--- src/rtl/fwd_scoreboard.sv ---
`default_nettype none
// ============================================================================
//  Module      : fwd_scoreboard
//  Description : Forwarding / hazard controller for the in-order pipeline.
//                Tracks, per architectural register, the cycles until a
//                pending result can be forwarded, and from that produces the
//                ID-stage stall and the registered EX-stage forward selects
//                for NPORT source operands with variable result latency.
//  Ports       : iClk, iReset        clock, async active-high reset
//                iIdValid            valid instruction in ID
//                iIdRegSrc           NPORT packed source register addresses
//                iIdRegRd/Write/Lat  destination, write enable, latency
//                iHold, iFlush       pipeline freeze, kill ID instruction
//                oStall              combinational ID hold request
//                oForwardCmd         registered per-port EX forward select
//                                    (00 regfile, 01 MEM, 10 WB)
//                oExValid            registered EX slot occupancy
//                oBusy               per-register pending-result flags
//  Revision    : 1.0  initial release
// ============================================================================
module fwd_scoreboard #(
  parameter  int AW     = 5,
  parameter  int NPORT  = 2,
  parameter  int MAXLAT = 4,
  localparam int NREG   = 2**AW,
  localparam int LW     = $clog2(MAXLAT + 1)
) (
  input  logic                  iClk,
  input  logic                  iReset,
  input  logic                  iIdValid,
  input  logic [NPORT*AW-1:0]   iIdRegSrc,
  input  logic [AW-1:0]         iIdRegRd,
  input  logic                  iIdRegWrite,
  input  logic [LW-1:0]         iIdLat,
  input  logic                  iHold,
  input  logic                  iFlush,
  output logic                  oStall,
  output logic [2*NPORT-1:0]    oForwardCmd,
  output logic                  oExValid,
  output logic [NREG-1:0]       oBusy
);

  // --------------------------------------------------------------------------
  // Effective latency: 0 behaves as a single-cycle ALU op, anything beyond
  // MAXLAT saturates.
  // --------------------------------------------------------------------------
  logic [LW-1:0] w_lat;

  always_comb begin
    if (iIdLat == '0) begin
      w_lat = LW'(1);
    end else if (iIdLat > LW'(MAXLAT)) begin
      w_lat = LW'(MAXLAT);
    end else begin
      w_lat = iIdLat;
    end
  end

  // Per-register state views (register 0 reads as permanently idle).
  logic [LW-1:0]      w_cnt [NREG];
  logic [NREG-1:0]    w_lat1;

  // Per-port hazard and forward decisions.
  logic [AW-1:0]      w_src [NPORT];
  logic [NPORT-1:0]   w_port_raw;
  logic [2*NPORT-1:0] w_fwd;

  logic w_raw;
  logic w_waw;
  logic w_issue;
  logic w_load;

  // --------------------------------------------------------------------------
  // Source-port decode. A count of 1 means the producer's result is sitting
  // on a bypass path this cycle; the tag picks which one. Counts of 2 or more
  // mean the value does not exist yet, so the consumer must wait.
  // --------------------------------------------------------------------------
  for (genvar p = 0; p < NPORT; p++) begin : g_port
    assign w_src[p]      = iIdRegSrc[p*AW +: AW];
    assign w_port_raw[p] = (w_src[p] != '0) && (w_cnt[w_src[p]] >= LW'(2));
    assign w_fwd[2*p +: 2] =
      (w_cnt[w_src[p]] == LW'(1)) ? (w_lat1[w_src[p]] ? 2'b01 : 2'b10) : 2'b00;
  end

  assign w_raw = |w_port_raw;

  // A younger writer must not land before an older, slower one to the same
  // register, so it waits until the older result is no further out than its own.
  assign w_waw = iIdRegWrite && (iIdRegRd != '0) && (w_cnt[iIdRegRd] > w_lat);

  assign oStall  = iIdValid & (w_raw | w_waw);
  assign w_issue = iIdValid & ~oStall & ~iHold & ~iFlush;
  assign w_load  = w_issue & iIdRegWrite & (iIdRegRd != '0);

  // --------------------------------------------------------------------------
  // Per-register countdown and latency tag.
  // --------------------------------------------------------------------------
  for (genvar r = 0; r < NREG; r++) begin : g_reg
    if (r == 0) begin : g_zero
      assign w_cnt[r]  = '0;
      assign w_lat1[r] = 1'b0;
    end else begin : g_track
      logic [LW-1:0] cnt_q;
      logic [LW-1:0] cnt_d;
      logic          lat1_q;
      logic          lat1_d;

      always_comb begin
        cnt_d  = cnt_q;
        lat1_d = lat1_q;
        if (!iHold) begin
          // A new producer replaces whatever countdown was in flight.
          if (w_load && (iIdRegRd == AW'(r))) begin
            cnt_d  = w_lat;
            lat1_d = (w_lat == LW'(1));
          end else if (cnt_q != '0) begin
            cnt_d = cnt_q - LW'(1);
          end
        end
      end

      always_ff @(posedge iClk or posedge iReset) begin
        if (iReset) begin
          cnt_q  <= '0;
          lat1_q <= 1'b0;
        end else begin
          cnt_q  <= cnt_d;
          lat1_q <= lat1_d;
        end
      end

      assign w_cnt[r]  = cnt_q;
      assign w_lat1[r] = lat1_q;
    end

    assign oBusy[r] = (w_cnt[r] != '0);
  end

  // --------------------------------------------------------------------------
  // EX slot: forward selects travel with the issuing instruction; anything
  // that does not issue becomes a bubble. Hold freezes the slot.
  // --------------------------------------------------------------------------
  logic [2*NPORT-1:0] fwd_q;
  logic [2*NPORT-1:0] fwd_d;
  logic               exvalid_q;
  logic               exvalid_d;

  always_comb begin
    fwd_d     = fwd_q;
    exvalid_d = exvalid_q;
    if (!iHold) begin
      if (w_issue) begin
        fwd_d     = w_fwd;
        exvalid_d = 1'b1;
      end else begin
        fwd_d     = '0;
        exvalid_d = 1'b0;
      end
    end
  end

  always_ff @(posedge iClk or posedge iReset) begin
    if (iReset) begin
      fwd_q     <= '0;
      exvalid_q <= 1'b0;
    end else begin
      fwd_q     <= fwd_d;
      exvalid_q <= exvalid_d;
    end
  end

  assign oForwardCmd = fwd_q;
  assign oExValid    = exvalid_q;

endmodule
`default_nettype wire

--- config.mk ---
export PLATFORM = sky130hd
export DESIGN_NAME = fwd_scoreboard
export DESIGN_NICKNAME = d
export VERILOG_FILES = /design/src/rtl/fwd_scoreboard.sv
export SDC_FILE = /design/constraint.sdc
export NUM_CORES = 1
export LEC_CHECK = 0
export ABC_AREA = 1
export CORE_ASPECT_RATIO = 1.25
export CORE_UTILIZATION = 56
export DETAILED_ROUTE_END_ITERATION = 16
export GPL_TIMING_DRIVEN = 1
export HOLD_SLACK_MARGIN = 0.05
export PLACE_DENSITY = 0.75
export SYNTH_ARGS = -nofsm -noshare
export SYNTH_HDL_FRONTEND = slang
export SYNTH_SLANG_ARGS = --single-unit
--- constraint.sdc ---
create_clock -name iClk -period 3.85 [get_ports iClk]
set_input_delay 0.5775 -clock iClk [delete_from_list [all_inputs] [get_ports iClk]]
set_output_delay 0.5775 -clock iClk [all_outputs]
set_load 0.05 [all_outputs]
# Yosys cells after proc, flatten, opt, wreduce, memory -nomap -nowiden

Cells that the tools add are included.

$add $sub $neg: 31
Magnitude comparators: 9
Equal/unequal tests: 34
Multiplexer cells: 83
Bitwise gates (word level): 13
Reductions and logical operators: 164

Operator list:

| operator            | count |
|---|---|
| $mux 3              | 70 |
| $reduce_and 2->1    | 62 |
| $reduce_bool 3->1   | 31 |
| $sub 3x1->3 const B | 31 |
| $eq 5x5->1 const B  | 16 |
| $reduce_bool 2->1   | 31 |
| $bmux 3 s5          | 3 |
| $eq 5x4->1 const B  | 8 |
| $logic_and 1x1->1   | 35 |
| $eq 5x3->1 const B  | 4 |
| $ge 6x6->1 const B  | 3 |
| $not 5->6           | 3 |
| $reduce_bool 5->1   | 3 |
| $lt 5x6->1 const B  | 2 |
| $bmux 1 s5          | 2 |
| $eq 5x2->1 const B  | 2 |
| $eq 3x1->1 const B  | 3 |
| $mux 2              | 4 |
| $and 1x1->1         | 6 |
| $ge 3x2->1 const B  | 2 |
| $eq 5x1->1 const B  | 1 |
| $mux 4              | 1 |
| $gt 3x3->1          | 1 |
| $gt 3x3->1 const B  | 1 |
| 5 further kinds     | 9 |

Bits in registers: 129
Input bits: 24

# Depth between registers and ports, before layout

Word-level depth: 18
Depth in mapped cells: 22

# Worst setup path before layout

Ideal clock, no wire load.

Path kind: input port to output port
From: in iIdRegRd[0]
To: out oStall
Arrival: 3.562 ns
Slack: -0.289 ns
Stages: 18
Buffers on the path: 3
Cell sequence: inv_1 > nor2_1 > inv_1 > clkbuf_1 > buf_1 > o22ai_1 > o21ai_0 > nand2_1 > a221oi_1 > a21oi_1 > ha_1 > nand2_1 > o21ai_0 > nand3_1 > nand3_2 > nor2_4 > buf_6 > nor2_1

Word-level cells in the longest chain between the ends: 8
Elaborated cells between the ends (all ways): 10
Classes of those cells: order compare: 1; mux: 3; bitwise: 3; reduce/logical: 3

Ends and longest elaborated chain:

| what                                      | RTL line | text |
|---|---|---|
| start, declared                           | 32       | `input logic [AW-1:0] iIdRegRd,` |
| $not 5->6 (not written as such)           | 89       | `assign w_waw = iIdRegWrite && (iIdRegRd != '0) && (w_cnt[iIdRegRd] > w_lat);` |
| $bmux 3 s5                                | 89       |  |
| $mux 3 (not written as such) (2 in a row) | 89       |  |
| $gt 3x3->1                                | 89       |  |
| $logic_and 1x1->1 (*)                     | 89       |  |
| $or 1x1->1 (*)                            | 91       | `assign oStall = iIdValid & (w_raw \| w_waw);` |
| $and 1x1->1 (*)                           | 91       |  |
| end, declared                             | 37       | `output logic oStall,` |

Every way passes the cells marked *; elsewhere a longest branch is shown, timed or not. The select of a mux whose other input is x is not followed.

# Worst setup path after layout

From: in iIdRegRd[2]
To: out oStall

The elaborated chain is that of the path after synthesis.

==> PnR_summary.wiki <==
{| class="wikitable"
! Metric !! Value
|-
| CP Data Required Time || about 3.3 ns
|-
| Horizontal extent of the die || about 130 um
|-
| Async set-or-reset flop fraction in the synthesized netlist || 1.00
|-
| Critical path start-end classification || primary input to output pin
|-
| Reg-to-reg critical path startpoint || g_reg[20].g_track.cnt_q[2]
|-
| Worst IR drop on VDD || ~0.44 mV
|-
| Unrepaired setup endpoints after global routing || no
|-
| Number of antenna cells inserted || 0
|-
| Number of buffers inserted by post-CTS setup repair || 0
|-
| H-tree lvl count || 4
|-
| Min-delay worst type || flop to flop
|-
| Pre-CTS WS || -0.371 ns
|-
| Total power || 9550 uW
|-
| Proportion of layout cells with a drive suffix above 1 || 0.103
|-
| Filler cell count in the final layout || 1750
|-
| Reg clk slew, reported paths || about 0.06 ns
|-
| Post-synthesis net count || 1773
|-
| Clock network power share || 0.189
|-
| DPL Wire Length || around 31000 um
|-
| Leak pwr || a little under 0.007 uW
|-
| Max-slew headroom at the worst pin || 0.371
|-
| Share of synthesized area occupied by flip-flops and latches || 0.286
|-
| Library cell with the highest instance count after synthesis || sky130_fd_sc_hd__nand2_1
|-
| Final-report hold violation count || 0
|-
| Area growth syn-to-layout || 18.5%
|-
| Remaining design rule violation count || 0
|-
| Library cell with the largest summed area after synthesis || sky130_fd_sc_hd__dfrtp_1
|-
| Crit path launch type || primary input
|-
| WL/cell || 20.6 um
|-
| Type of element capturing the critical path || output pin
|-
| Ys flop type || sky130_fd_sc_hd__dfrtp_1
|-
| Detailed-route via count || ~12000
|-
| Avg Vias per Cell || roughly 6
|-
| Largest net degree at the start of global routing || 130
|-
| Main area contributors after synthesis || sky130_fd_sc_hd__dfrtp_1, sky130_fd_sc_hd__nand2_1, sky130_fd_sc_hd__ha_1
|-
| Clock tree from TritonCTS || built
|-
| Mapped cell area || about 0.011 mm2
|-
| Wire length of the first global-routing pass || 65500 um
|-
| HP Start || oExValid
|-
| Core ar. || approximately 0.020 mm2
|-
| Final #Nets || 1863
|-
| Post-layout minimum cycle time || about 3.7 ns
|-
| Full die area || around 0.021 mm2
|-
| Count of pins on the block boundary || 62
|-
| Top achievable clock speed || 0.267 GHz
|-
| Cell area power density || roughly 710 mW/mm2
|-
| Gpl congestion || roughly 1.1
|-
| Total grt overflow || 0
|-
| Unique cell type count in the Yosys netlist || 40
|-
| CTS max path bufs || 2
|-
| Port bufs || 60
|-
| Origin of the worst setup path || iIdRegRd[2]
|-
| Number of synthesized register bits || 129
|-
| Fraction of power spent switching nets || 0.496
|-
| Clock sink count || approximately 130
|-
| Max-slew violation total from the final report || 0
|-
| Initial Utilization || 0.576
|-
| Clk Latency, worst-skew pair || 0.44 ns
|-
| Data arrival time at the worst-slack endpoint || 3.16 ns
|-
| Top fanout value on the critical path || 6
|-
| Measured slew at the worst slew-check pin || between 0.9 and 1 ns
|-
| Sequential power share || 0.253
|-
| Cell with the biggest individual delay on the critical path || sky130_fd_sc_hd__clkdlybuf4s50_1
|-
| Placement row count || between 50 and 60
|-
| First drt pass iteration count || 9
|-
| DRC marker count from the first detailed-route iteration || around 1500
|-
| Synthesized instance count || 1684
|-
| Final Routed Wirelength || 42300 um
|-
| CP Cell Sequence || clkdlybuf4s50_1 > nand2_1 > inv_1 > o21ai_1 > nand3_1 > a211oi_2 > a31oi_1 > ha_1 > nand2_1 > o21ai_0 > nand3_1 > nand3_2 > nor2_4 > buf_4 > nor2_2 > buf_6
|-
| Setup slack after layout || 0.111 ns
|-
| Outcome || finished clean
|-
| Number of antenna violations at the first check in global routing || 0
|-
| Overall fraction of global-route tracks in use || 0.421
|-
| Crit-path max cell delay || approximately 0.52 ns
|-
| Total negative setup slack || 0 ns
|-
| Via count of the first global-routing pass || 11900
|-
| Portion of the clock cycle consumed by the worst path in the final layout || 0.971
|-
| Root buf cell || sky130_fd_sc_hd__clkbuf_16
|-
| Clk_skew || ~0.014 ns
|-
| Internal || roughly 4800 uW
|-
| Total of endpoints with negative setup slack in the final report || 0
|-
| Yosys Warn Count || 0
|-
| Remaining antenna violation count || 0
|-
| Psw || about 4700 uW
|-
| Most used standard cells in the synthesized netlist || sky130_fd_sc_hd__nand2_1, sky130_fd_sc_hd__inv_1, sky130_fd_sc_hd__dfrtp_1
|-
| Comb pwr share || 0.559
|-
| CTS Buf Count || 17
|-
| Fraction of synthesized cell area taken by the top area cell type || 0.286
|-
| Avg Synthesized Cell Area || roughly 6.7 um2
|-
| Number of enable flip-flop cells after synthesis || 0
|-
| Height of the die || ~160 um
|-
| Max-cap viol count || 0
|}
## critical path, delay by kind of cell
kind            cells  cell delay [ns]
compound gates      4             0.57
fa+ha+maj           1             0.32
simple gates        7             0.70
buf+inv             4             0.99
## kinds of logic after synthesis
group	share of synthesized area
adders and majority gates	0.0720
buffers and inverters	0.106
AOI/OAI and AO/OA	0.119
and+or+nand+nor	0.393
xor gates and xnor gates	0.0240
other	0.000332
DFF	0.286
## through the flow
step / utilization / hold slack [ns] / cells / cell area [um2]
3_3_place_gp: 0.649 / 0.462 / 2020 / 12700
6_report: 0.682 / 0.477 / 2051 / 13400
3_5_place_dp: 0.649 / 0.468 / 2020 / 12700
5_1_grt: 0.682 / 0.500 / 2051 / 13400
2_1_floorplan: - / 0.448 / 1684 / 11300
4_1_cts: 0.681 / 0.482 / 2051 / 13400
## routing by layer
layer	track usage	up-vias	wire [um]
met3	0.105	250	4230
met2	0.667	761	18900
met5	0	-	0
li1	-	5745	-
met1	0.501	5636	15800
met4	0.284	0	3300
## worst paths after layout
kind | depth (start not counted) | slack, ns | to
min in group asynchronous | 3 | 0.69 | g_reg[11].g_track.cnt_q[2]
worst min register to register | 1 | 0.48 | oExValid
worst min-delay path | 1 | 0.48 | oExValid
max in group asynchronous | 3 | 2.58 | g_reg[26].g_track.lat1_q
worst max-delay path | 16 | 0.11 | oStall
worst max register to register | 19 | 0.59 | g_reg[30].g_track.cnt_q[0]
## cells in the final DEF, fill, tap and decap left out, types with 21 or more instances in the layout
| cell type | netlist | final |
|---|---|---|
| sky130_fd_sc_hd__a21oi_1 | 46 | 46 |
| sky130_fd_sc_hd__buf_4 | 6 | 75 |
| sky130_fd_sc_hd__clkdlybuf4s50_1 | 0 | 55 |
| sky130_fd_sc_hd__dfrtp_1 | 129 | 129 |
| sky130_fd_sc_hd__ha_1 | 65 | 65 |
| sky130_fd_sc_hd__inv_1 | 214 | 212 |
| sky130_fd_sc_hd__nand2_1 | 603 | 603 |
| sky130_fd_sc_hd__nand3_1 | 85 | 85 |
| sky130_fd_sc_hd__nand4_1 | 97 | 97 |
| sky130_fd_sc_hd__nand4_4 | 29 | 29 |
| sky130_fd_sc_hd__nor2_1 | 71 | 68 |
| sky130_fd_sc_hd__nor3_1 | 25 | 24 |
| sky130_fd_sc_hd__o21ai_0 | 67 | 64 |
| sky130_fd_sc_hd__o21ai_1 | 18 | 21 |
| sky130_fd_sc_hd__o22ai_1 | 51 | 51 |
| sky130_fd_sc_hd__xor2_1 | 31 | 31 |
## sequential cells by signal, indices dropped and copies added (netlist names)
| name | flops |
|---|---|
| g.g_track.lat1_q | 31 |
| g.g_track.cnt_q | 93 |
| oExValid | 1 |
| oForwardCmd | 4 |
## power by group through the flow
stage | Clock, uW | Combinational (uW) | Sequential (uW)
4_1_cts | 1800 | 5260 | 2390
3_3_place_gp | 0 | 5140 | 2410
6_report | 1800 | 5330 | 2410
3_5_place_dp | 0 | 5230 | 2400
2_1_floorplan | 0 | 3770 | 2210
5_1_grt | 1850 | 5890 | 2460
## cell type report
| class | count | area [um2] | share of cell area |
|---|---|---|---|
| sequential | 129 | 3230 | 0.241 |
| multi-input combinational | 1254 | 6910 | 0.517 |
| inverter | 222 | 840 | 0.0627 |
| clock buffer | 19 | 443 | 0.0331 |
| tap | 265 | 332 | 0.0248 |
| clock inverter | 12 | 183 | 0.0137 |
| timing repair buffer | 150 | 1440 | 0.108 |
## what timing repair did
action | 4_1_cts | 5_1_grt
resized for setup | 6 | 11
hold buffers | 0 | 0
endpoints found under the setup margin | 1 | 1
Note: power is estimated with default switching activity, not from simulation.
